<file path="src/rtl/stream_pack_pkg.sv">
// ============================================================================
// Package : stream_pack_pkg
// Brief   : Shared FSM state type and lane-mapping helper for the lane packer.
// Rev     : 1.0  initial release
// ============================================================================
`default_nettype none

package stream_pack_pkg;

  typedef enum logic {
    FILL  = 1'b0,
    FLUSH = 1'b1
  } pack_state_e;

  // Maps a beat's arrival index to the physical lane it occupies.
  function automatic int unsigned lane_idx(input int unsigned cnt,
                                           input int unsigned num,
                                           input bit          msb_first);
    return msb_first ? (num - 1 - cnt) : cnt;
  endfunction

endpackage

`default_nettype wire

</file>
<file path="src/rtl/stream_lane_outreg.sv">
// ============================================================================
// Module : stream_lane_outreg
// Brief  : Output word register with valid/ready hold; optional lane mask
//          (enabled by STREAM_LANE_KEEP_EN).
// Rev    : 1.0  initial release
// ============================================================================
`default_nettype none

module stream_lane_outreg #(
  parameter int OUT_W = 32
`ifdef STREAM_LANE_KEEP_EN
  ,
  parameter int NUM   = 4
`endif
) (
  input  logic             clock,
  input  logic             rst,
  input  logic             load_i,
  input  logic [OUT_W-1:0] data_i,
  input  logic             last_i,
`ifdef STREAM_LANE_KEEP_EN
  input  logic [NUM-1:0]   keep_i,
  output logic [NUM-1:0]   keep_o,
`endif
  input  logic             ready_i,
  output logic [OUT_W-1:0] data_o,
  output logic             valid_o,
  output logic             last_o,
  output logic             free_o
);

  logic [OUT_W-1:0] data_q;
  logic             valid_q;
  logic             last_q;
`ifdef STREAM_LANE_KEEP_EN
  logic [NUM-1:0]   keep_q;
`endif

  // A load may coincide with the consumer taking the current word.
  assign free_o = !valid_q || ready_i;

  always_ff @(posedge clock) begin
    if (rst) begin
      data_q  <= '0;
      valid_q <= 1'b0;
      last_q  <= 1'b0;
`ifdef STREAM_LANE_KEEP_EN
      keep_q  <= '0;
`endif
    end else if (load_i) begin
      data_q  <= data_i;
      valid_q <= 1'b1;
      last_q  <= last_i;
`ifdef STREAM_LANE_KEEP_EN
      keep_q  <= keep_i;
`endif
    end else if (ready_i) begin
      valid_q <= 1'b0;
    end
  end

  assign data_o  = data_q;
  assign valid_o = valid_q;
  assign last_o  = last_q;
`ifdef STREAM_LANE_KEEP_EN
  assign keep_o  = keep_q;
`endif

endmodule

`default_nettype wire

</file>
<file path="src/rtl/stream_lane_packer.sv">
// ============================================================================
// Module : stream_lane_packer
// Brief  : Packs IN_W-bit beats into IN_W*NUM-bit words; in_last flushes a
//          zero-padded partial word. STREAM_LANE_KEEP_EN adds out_keep.
// Rev    : 1.0  initial release
// ============================================================================
`default_nettype none

module stream_lane_packer
  import stream_pack_pkg::*;
#(
  parameter int IN_W      = 8,
  parameter int NUM       = 4,
  parameter int MSB_FIRST = 1
) (
  input  logic                clock,
  input  logic                rst,
  input  logic [IN_W-1:0]     in_data,
  input  logic                in_valid,
  input  logic                in_last,
  output logic                in_ready,
  output logic [IN_W*NUM-1:0] out_data,
  output logic                out_valid,
  output logic                out_last,
  input  logic                out_ready
`ifdef STREAM_LANE_KEEP_EN
  ,
  output logic [NUM-1:0]      out_keep
`endif
);

  localparam int            OUT_W   = IN_W * NUM;
  localparam int            CW      = $clog2(NUM);
  localparam logic [CW-1:0] CNT_MAX = CW'(NUM - 1);

  pack_state_e      state_q;
  logic [CW-1:0]    cnt_q;
  logic [CW-1:0]    cnt_d;
  logic [OUT_W-1:0] acc_q;
  logic [OUT_W-1:0] acc_d;
  logic [CW-1:0]    w_lane;
  logic             w_free;
  logic             w_accept;
  logic             w_complete;
  logic             w_load;
  logic [OUT_W-1:0] w_load_data;
  logic             w_load_last;
`ifdef STREAM_LANE_KEEP_EN
  logic [NUM-1:0]   keep_q;
  logic [NUM-1:0]   keep_d;
  logic [NUM-1:0]   w_load_keep;
`endif

  assign w_lane     = CW'(lane_idx(32'(cnt_q), NUM, MSB_FIRST != 0));
  assign in_ready   = !rst && (state_q == FILL) && ((cnt_q != CNT_MAX) || w_free);
  assign w_accept   = in_valid && in_ready;
  assign w_complete = (cnt_q == CNT_MAX) || in_last;
  assign cnt_d      = cnt_q + CW'(1);

  // Accumulator with the incoming beat merged into its lane.
  always_comb begin
    acc_d = acc_q;
`ifdef STREAM_LANE_KEEP_EN
    keep_d = keep_q;
`endif
    for (int i = 0; i < NUM; i++) begin
      if (w_lane == CW'(i)) begin
        acc_d[i*IN_W +: IN_W] = in_data;
`ifdef STREAM_LANE_KEEP_EN
        keep_d[i] = 1'b1;
`endif
      end
    end
  end

  assign w_load = ((state_q == FILL) && w_accept && w_complete && w_free) ||
                  ((state_q == FLUSH) && w_free);
  assign w_load_data = (state_q == FLUSH) ? acc_q : acc_d;
  assign w_load_last = (state_q == FLUSH) ? 1'b1  : in_last;
`ifdef STREAM_LANE_KEEP_EN
  assign w_load_keep = (state_q == FLUSH) ? keep_q : keep_d;
`endif

  always_ff @(posedge clock) begin
    if (rst) begin
      state_q <= FILL;
      cnt_q   <= '0;
      acc_q   <= '0;
`ifdef STREAM_LANE_KEEP_EN
      keep_q  <= '0;
`endif
    end else begin
      case (state_q)
        FILL: begin
          if (w_accept) begin
            if (w_complete && w_free) begin
              cnt_q  <= '0;
              acc_q  <= '0;
`ifdef STREAM_LANE_KEEP_EN
              keep_q <= '0;
`endif
            end else if (w_complete) begin
              // Output still occupied: park the final partial word.
              acc_q   <= acc_d;
              state_q <= FLUSH;
`ifdef STREAM_LANE_KEEP_EN
              keep_q  <= keep_d;
`endif
            end else begin
              acc_q  <= acc_d;
              cnt_q  <= cnt_d;
`ifdef STREAM_LANE_KEEP_EN
              keep_q <= keep_d;
`endif
            end
          end
        end
        FLUSH: begin
          if (w_free) begin
            cnt_q   <= '0;
            acc_q   <= '0;
            state_q <= FILL;
`ifdef STREAM_LANE_KEEP_EN
            keep_q  <= '0;
`endif
          end
        end
        default: state_q <= FILL;
      endcase
    end
  end

  stream_lane_outreg #(
    .OUT_W (OUT_W)
`ifdef STREAM_LANE_KEEP_EN
    ,
    .NUM   (NUM)
`endif
  ) u_outreg (
    .clock   (clock),
    .rst     (rst),
    .load_i  (w_load),
    .data_i  (w_load_data),
    .last_i  (w_load_last),
`ifdef STREAM_LANE_KEEP_EN
    .keep_i  (w_load_keep),
    .keep_o  (out_keep),
`endif
    .ready_i (out_ready),
    .data_o  (out_data),
    .valid_o (out_valid),
    .last_o  (out_last),
    .free_o  (w_free)
  );

endmodule

`default_nettype wire
</file>
<file path="config.mk">
export PLATFORM = sky130hd
export DESIGN_NAME = stream_lane_packer
export DESIGN_NICKNAME = d
export VERILOG_FILES = /design/src/rtl/stream_pack_pkg.sv /design/src/rtl/stream_lane_outreg.sv /design/src/rtl/stream_lane_packer.sv
export SDC_FILE = /design/constraint.sdc
export NUM_CORES = 1
export LEC_CHECK = 0
export BUFFER_PORTS_ARGS = -buffer_cell sky130_fd_sc_hd__buf_2
export CELL_PAD_IN_SITES_DETAIL_PLACEMENT = 0
export CELL_PAD_IN_SITES_GLOBAL_PLACEMENT = 2
export CORE_MARGIN = 2
export CORE_UTILIZATION = 36
export DETAILED_ROUTE_END_ITERATION = 10
export PLACE_DENSITY = 0.84
export REMOVE_ABC_BUFFERS = 1
export SETUP_SLACK_MARGIN = 0.1
export SLEW_MARGIN = 5
export SYNTH_ARGS = -nofsm -noshare
export SYNTH_HDL_FRONTEND = slang
export SYNTH_SLANG_ARGS = --single-unit
</file>
<file path="constraint.sdc">
create_clock -name clock -period 2.2 [get_ports clock]
set_input_delay 0.22 -clock clock [delete_from_list [all_inputs] [get_ports clock]]
set_output_delay 0.22 -clock clock [all_outputs]
set_load 0.1 [all_outputs]
</file>
== Word-level counts from Yosys, hierarchy flattened ==
Index checks and enable logic that the tools add are counted.

* Word-level logic and storage cells: 57
* Output and inout port bits: 35
* Flip-flop bits (word level): 69

* Mux-type cells: 22
* Reductions and logical operators: 18
* Add/sub/neg operators: 2
* Bitwise logic cells: 1
* Eq/ne operators: 8

{| class="wikitable"
|+ Operators by type and width
! operator !! number
|-
| $mux 32 || 4
|-
| $pmux 32 s2 || 1
|-
| $mux 8 || 4
|-
| $logic_and 1x1->1 || 8
|-
| $mux 2 || 4
|-
| $mux 1 || 7
|-
| $eq 2x2->1 const B || 3
|-
| $logic_or 1x1->1 || 4
|-
| $ne 2x2->1 const B || 2
|-
| $pmux 2 s2 || 1
|-
| $ne 3x2->1 const B || 1
|-
| $reduce_and 3->1 || 1
|-
| $add 2x1->2 const B || 1
|-
| $eq 2x1->1 const B || 1
|-
| $logic_not 1->1 || 2
|-
| $logic_not 2->1 || 1
|-
| $ne 2x1->1 const B || 1
|-
| $pmux 1 s2 || 1
|-
| $reduce_and 2->1 || 1
|-
| $reduce_bool 2->1 || 1
|-
| $sub 2x2->2 const A || 1
|-
| $not 1->1 || 1
|}

== Longest topological paths before layout ==
* Depth in word-level cells: 10
* Mapped depth: 8
* Depth with buffers taken out: 6

== Cells and area by module ==
From an unflattened synthesis, not the netlist that was laid out.

* Cells, all modules: 335
* Area, all modules: 3410.8 µm²

{| class="wikitable"
|+ Modules (own cells, without submodules)
! module !! times used !! area an instance (µm²) !! cells each
|-
| stream_lane_packer || 1 || 2172.1 || 224
|-
| stream_lane_outreg || 1 || 1238.7 || 111
|}

== Worst setup path after synthesis ==
No wires, ideal clock.

* Path kind: reg-to-output
* Start: register u_outreg.valid_q, in the netlist u_outreg.valid_o
* End: output in_ready
* Path slack: -1.289 ns
* Data required time: 1.980 ns
* Stages on the path, launching flop included: 3
* Data arrival time: 3.269 ns
* Path through: dfxtp_1 nor2b_1 a211oi_1

* Cells in the longest elaborated chain, start to end: 4

{| class="wikitable"
|+ RTL lines
! item !! RTL line !! text
|-
| start: declaration || stream_lane_outreg.sv:33 || <nowiki>logic valid_q;</nowiki>
|-
| start signal: assignment || stream_lane_outreg.sv:45 || <nowiki>valid_q <= 1'b0;</nowiki>
|-
| start signal: assignment || stream_lane_outreg.sv:52 || <nowiki>valid_q <= 1'b1;</nowiki>
|-
| start signal: assignment || stream_lane_outreg.sv:58 || <nowiki>valid_q <= 1'b0;</nowiki>
|-
| $logic_not 1->1 || stream_lane_outreg.sv:40 || <nowiki>assign free_o = !valid_q || ready_i;</nowiki>
|-
| $logic_or 1x1->1 || stream_lane_outreg.sv:40 ||
|-
| $logic_or 1x1->1 || stream_lane_packer.sv:55 || <nowiki>assign in_ready = !rst && (state_q == FILL) && ((cnt_q != CNT_MAX) || w_free);</nowiki>
|-
| $logic_and 1x1->1 || stream_lane_packer.sv:55 ||
|-
| end: declaration || stream_lane_packer.sv:21 || <nowiki>output logic in_ready,</nowiki>
|}

Every way passes these cells.

== Worst setup path in the final report ==
* Start: register cnt_q[1]
* End: register acc_q[27]

* Cells in the longest elaborated chain, start to end: 6
* Elaborated cells between the ends (all ways): 15

{| class="wikitable"
|+ RTL lines
! item !! RTL line !! text
|-
| start: declaration || stream_lane_packer.sv:37 || <nowiki>logic [CW-1:0] cnt_q;</nowiki>
|-
| start signal: assignment || stream_lane_packer.sv:111 || <nowiki>cnt_q <= cnt_d;</nowiki>
|-
| $sub 2x2->2 (tied with other cells) || stream_pack_pkg.sv:19 || <nowiki>return msb_first ? (num - 1 - cnt) : cnt;</nowiki>
|-
| $eq 2x2->1 (tied with other cells) || stream_lane_packer.sv:67 || <nowiki>if (w_lane == CW'(i)) begin</nowiki>
|-
| $mux 8 (tied with other cells) || stream_lane_packer.sv:67 ||
|-
| $mux 32 / $logic_and 1x1->1 (equally long branches) || stream_lane_packer.sv:96, stream_lane_packer.sv:56 ||
|-
| $mux 32 / $ne 2x2->1 (equally long branches) || - ||
|-
| $pmux 32 s2 / $reduce_and 2->1 (equally long branches) || - ||
|-
| end signal: assignment || stream_lane_packer.sv:98 || <nowiki>acc_q <= '0;</nowiki>
|-
| end signal: assignment || stream_lane_packer.sv:104 || <nowiki>acc_q <= acc_d;</nowiki>
|-
| end signal: assignment || stream_lane_packer.sv:110 || <nowiki>acc_q <= acc_d;</nowiki>
|-
| end: declaration || stream_lane_packer.sv:39 || <nowiki>logic [OUT_W-1:0] acc_q;</nowiki>
|}

Several ways; a longest one is shown, not always the timed one. The select of a mux whose other input is x is not followed.
A chain may end at the register's enable or synchronous reset.

==> qor.txt <==
Worst-case clock skew -> 0.00772 ns
Clock transition at the registers of the reported paths -> 0.07 ns
Most frequent cell after synthesis -> dfxtp_1
Row cnt -> 33
Grt met1 use -> 0.212
Max-Cap Viols -> 0
Initial core utilization -> 0.368
Worst Setup Slack, final -> 0.290 ns
Slew HR -> 0.579
Adder-cell share of the synthesized area -> 0.0168
Die span in x -> 94.9 µm
Peak per-stage delay on the critical path -> 0.38 ns
Crit end category -> register
Post-synth EDFFs -> 0
Async S/R FF share, synth -> 0
Slew @ Worst Pin -> 0.631 ns
Syn Inst Count -> 277
Placement Setup Slack -> 0.126 ns
Gr usage total -> 0.163
Tcrit/Tclk final -> 0.868
Commonest cells in the netlist -> 69 x dfxtp_1, 32 x mux2i_1, 30 x nor2_1, 24 x a22o_1, 20 x a211oi_2
# nets final -> 352
Clk_lat worst skew -> 0.35 ns
Syn Area/Cell -> 10.7 µm²
Number of CTS-inserted buffers -> 9
TritonRoute pass-1 iters -> 4
Startpoint class of the critical path -> register
Vias in the first global route -> 2222
Synth Warn # -> 0
Gpl congestion -> 0.756
WP data required -> 2.43 ns
Top cell type's share of synthesized area -> 0.464
RSZ-0062 raised after global routing -> false
Inst Count DP -> 429
PwrDens -> 842 nW/µm²
Die Y -> 94.9 µm
Post-route non-filler standard cell count -> 445
Ports -> 48
DR iter-0 viols -> 95
Lkg Pwr -> 1.44 nW
Clock sink total -> 69
Area growth syn-to-layout -> 22.1%
Status -> complete, no violations
Xor-xnor portion of the synthesized cell area -> 0
Worst-path cell chain -> buf_4 -> ha_2 -> nor2_2 -> a2bb2oi_1 -> a21oi_2 -> a22o_1
Antenna violations before repair -> 0
CP arrival -> 2.14 ns
CTS tree -> built
Post-synthesis mux area share -> 0.108
Final WL -> 6970 µm
# H-tree levels -> 3
Clock root cell -> clkbuf_8
Final Critical Period -> 1.91 ns
Bufs on Longest Clock Path -> 2
Final Setup Violations -> 0
Met2 Use GR -> 0.257
Final Hold Viols -> 0
Largest net degree at the start of global routing -> 45
Vias per cell -> 5.01
Post-CTS setup buffers -> 0
Post-synthesis sequential area ratio -> 0.464
Synth area leaders -> dfxtp_1 46%, mux2i_1 11%, a211oi_2 8.4%
# port buffers -> 47
Synth Area in Compound Gates -> 0.229
Max VDD drop -> 0.000566 V
Drc violations -> 0
Number of library cell types mapped by synthesis -> 34
Cell area after synthesis -> 2970 µm²
Core Box Area -> 8090 µm²
Die area -> 9000 µm²
First-pass GRT wire length -> 11200 µm
Post-Synth Simple-Gate Area -> 0.143
Main synth FF type -> dfxtp_1
Met3 usage -> 0.0279
Hold Path Class -> input pin to register
F_max -> 0.524 GHz
Cell taking the most area after synthesis -> dfxtp_1
Worst Path Max Fanout -> 8
Layout cells sized above 1 -> 0.368
Gr ovfl total -> 0
Largest family of logic cells by synthesized area -> compound AO/OA/AOI/OAI gates
Crit path kind -> register to register
Number of inserted diodes -> 0
Layer with the highest usage -> met2
HPWL after detailed placement -> 4600 µm
WL per Instance -> 15.7 µm
Pins Over Slew Limit -> 0
Routed via count -> 2228
Routed Antenna Nets -> 0
Seq cells post-synth -> 69
Slowest cell on crit path -> a2bb2oi_1
registers in the layout, summed over array words and instances (netlist names):
| name | flops |
|---|---|
| acc_q | 32 |
| cnt_q | 2 |
| state_q | 1 |
| u_outreg.data_o | 32 |
| u_outreg.last_o | 1 |
| u_outreg.valid_o | 1 |
per-layer routing:
metal	part of all wire	up-vias	wire, µm
li1	-	1126	-
met2	0.45	47	3160
met1	0.48	1040	3350
met3	0.035	15	242
met5	0	-	0
met4	0.030	0	206
path summary, 6_finish.rpt:
kind	cells past startpoint	slack [ns]	start	endpoint
hold / removal	2	0.18	rst	cnt_q[1]
hold reg to reg	1	0.46	acc_q[4]	acc_q[4]
setup reg to reg	6	0.29	cnt_q[1]	acc_q[27]
setup / recovery	6	0.29	cnt_q[1]	acc_q[27]
power by group:
part,internal (W),switching (W),total (W),leakage [nW]
sequential,0.00129,0.0000238,0.00131,0.561
combinational,0.000125,0.000420,0.000545,0.760
clock,0.000702,0.000495,0.00120,0.120
worst max-delay path: cells and delay by family (launching register included):
family	cells	cell delay (ns)
AOI/OAI and AO/OA	3	0.91
adders and majority gates	1	0.23
buffers and inverters	1	0.13
DFF	1	0.31
and+or+nand+nor	1	0.21
cell usage in the layout, fill, tap and decap left out, drive strengths merged, types with 2 or more instances in the layout:
cell,instances
nor3,2
o21ai,5
nor2,43
a31oi,2
buf,64
inv,4
nor2b,13
a22o,24
clkbuf,11
and2,8
bufinv,2
a211oi,33
ha,4
nor3b,3
a21oi,6
dfxtp,69
clkinv,3
mux2i,32
o22ai,2
nand2b,2
area by class of cell:
cell class	count	area, µm²
clock buffers	11	151
flip-flops and latches	69	1380
well taps	105	131
multi-input cells	187	1500
inverters	4	15.0
fillers	813	4460
clock inverters	5	82.6
repair buffers	64	370
kinds of logic (layout without fill, tap and decap cells):
family | after synthesis | after routing
simple gates | 76 | 76
compound gates | 75 | 75
flops | 69 | 69
mux | 32 | 32
buf+inv | 21 | 84
fa+ha+maj | 4 | 4
through the flow:
step / util / TNS [ns] / hold WS, ns / power (W) / area, µm²
floorplan: - / -84.43 / 0.285 / 0.00176 / 2870
global placement: 0.417 / 0 / 0.441 / 0.00188 / 3380
detailed placement: 0.417 / 0 / 0.444 / 0.00189 / 3380
CTS: 0.447 / 0 / 0.166 / 0.00309 / 3620
global route: 0.449 / 0 / 0.187 / 0.00316 / 3630
finish: 0.449 / 0 / 0.178 / 0.00306 / 3630
timing repair:
item                       4_1_cts  5_1_grt
setup endpoints to repair        8       42
hold buffers                     0        0
resized for setup                2        3
No activity file was read; power rests on OpenSTA's default activity.
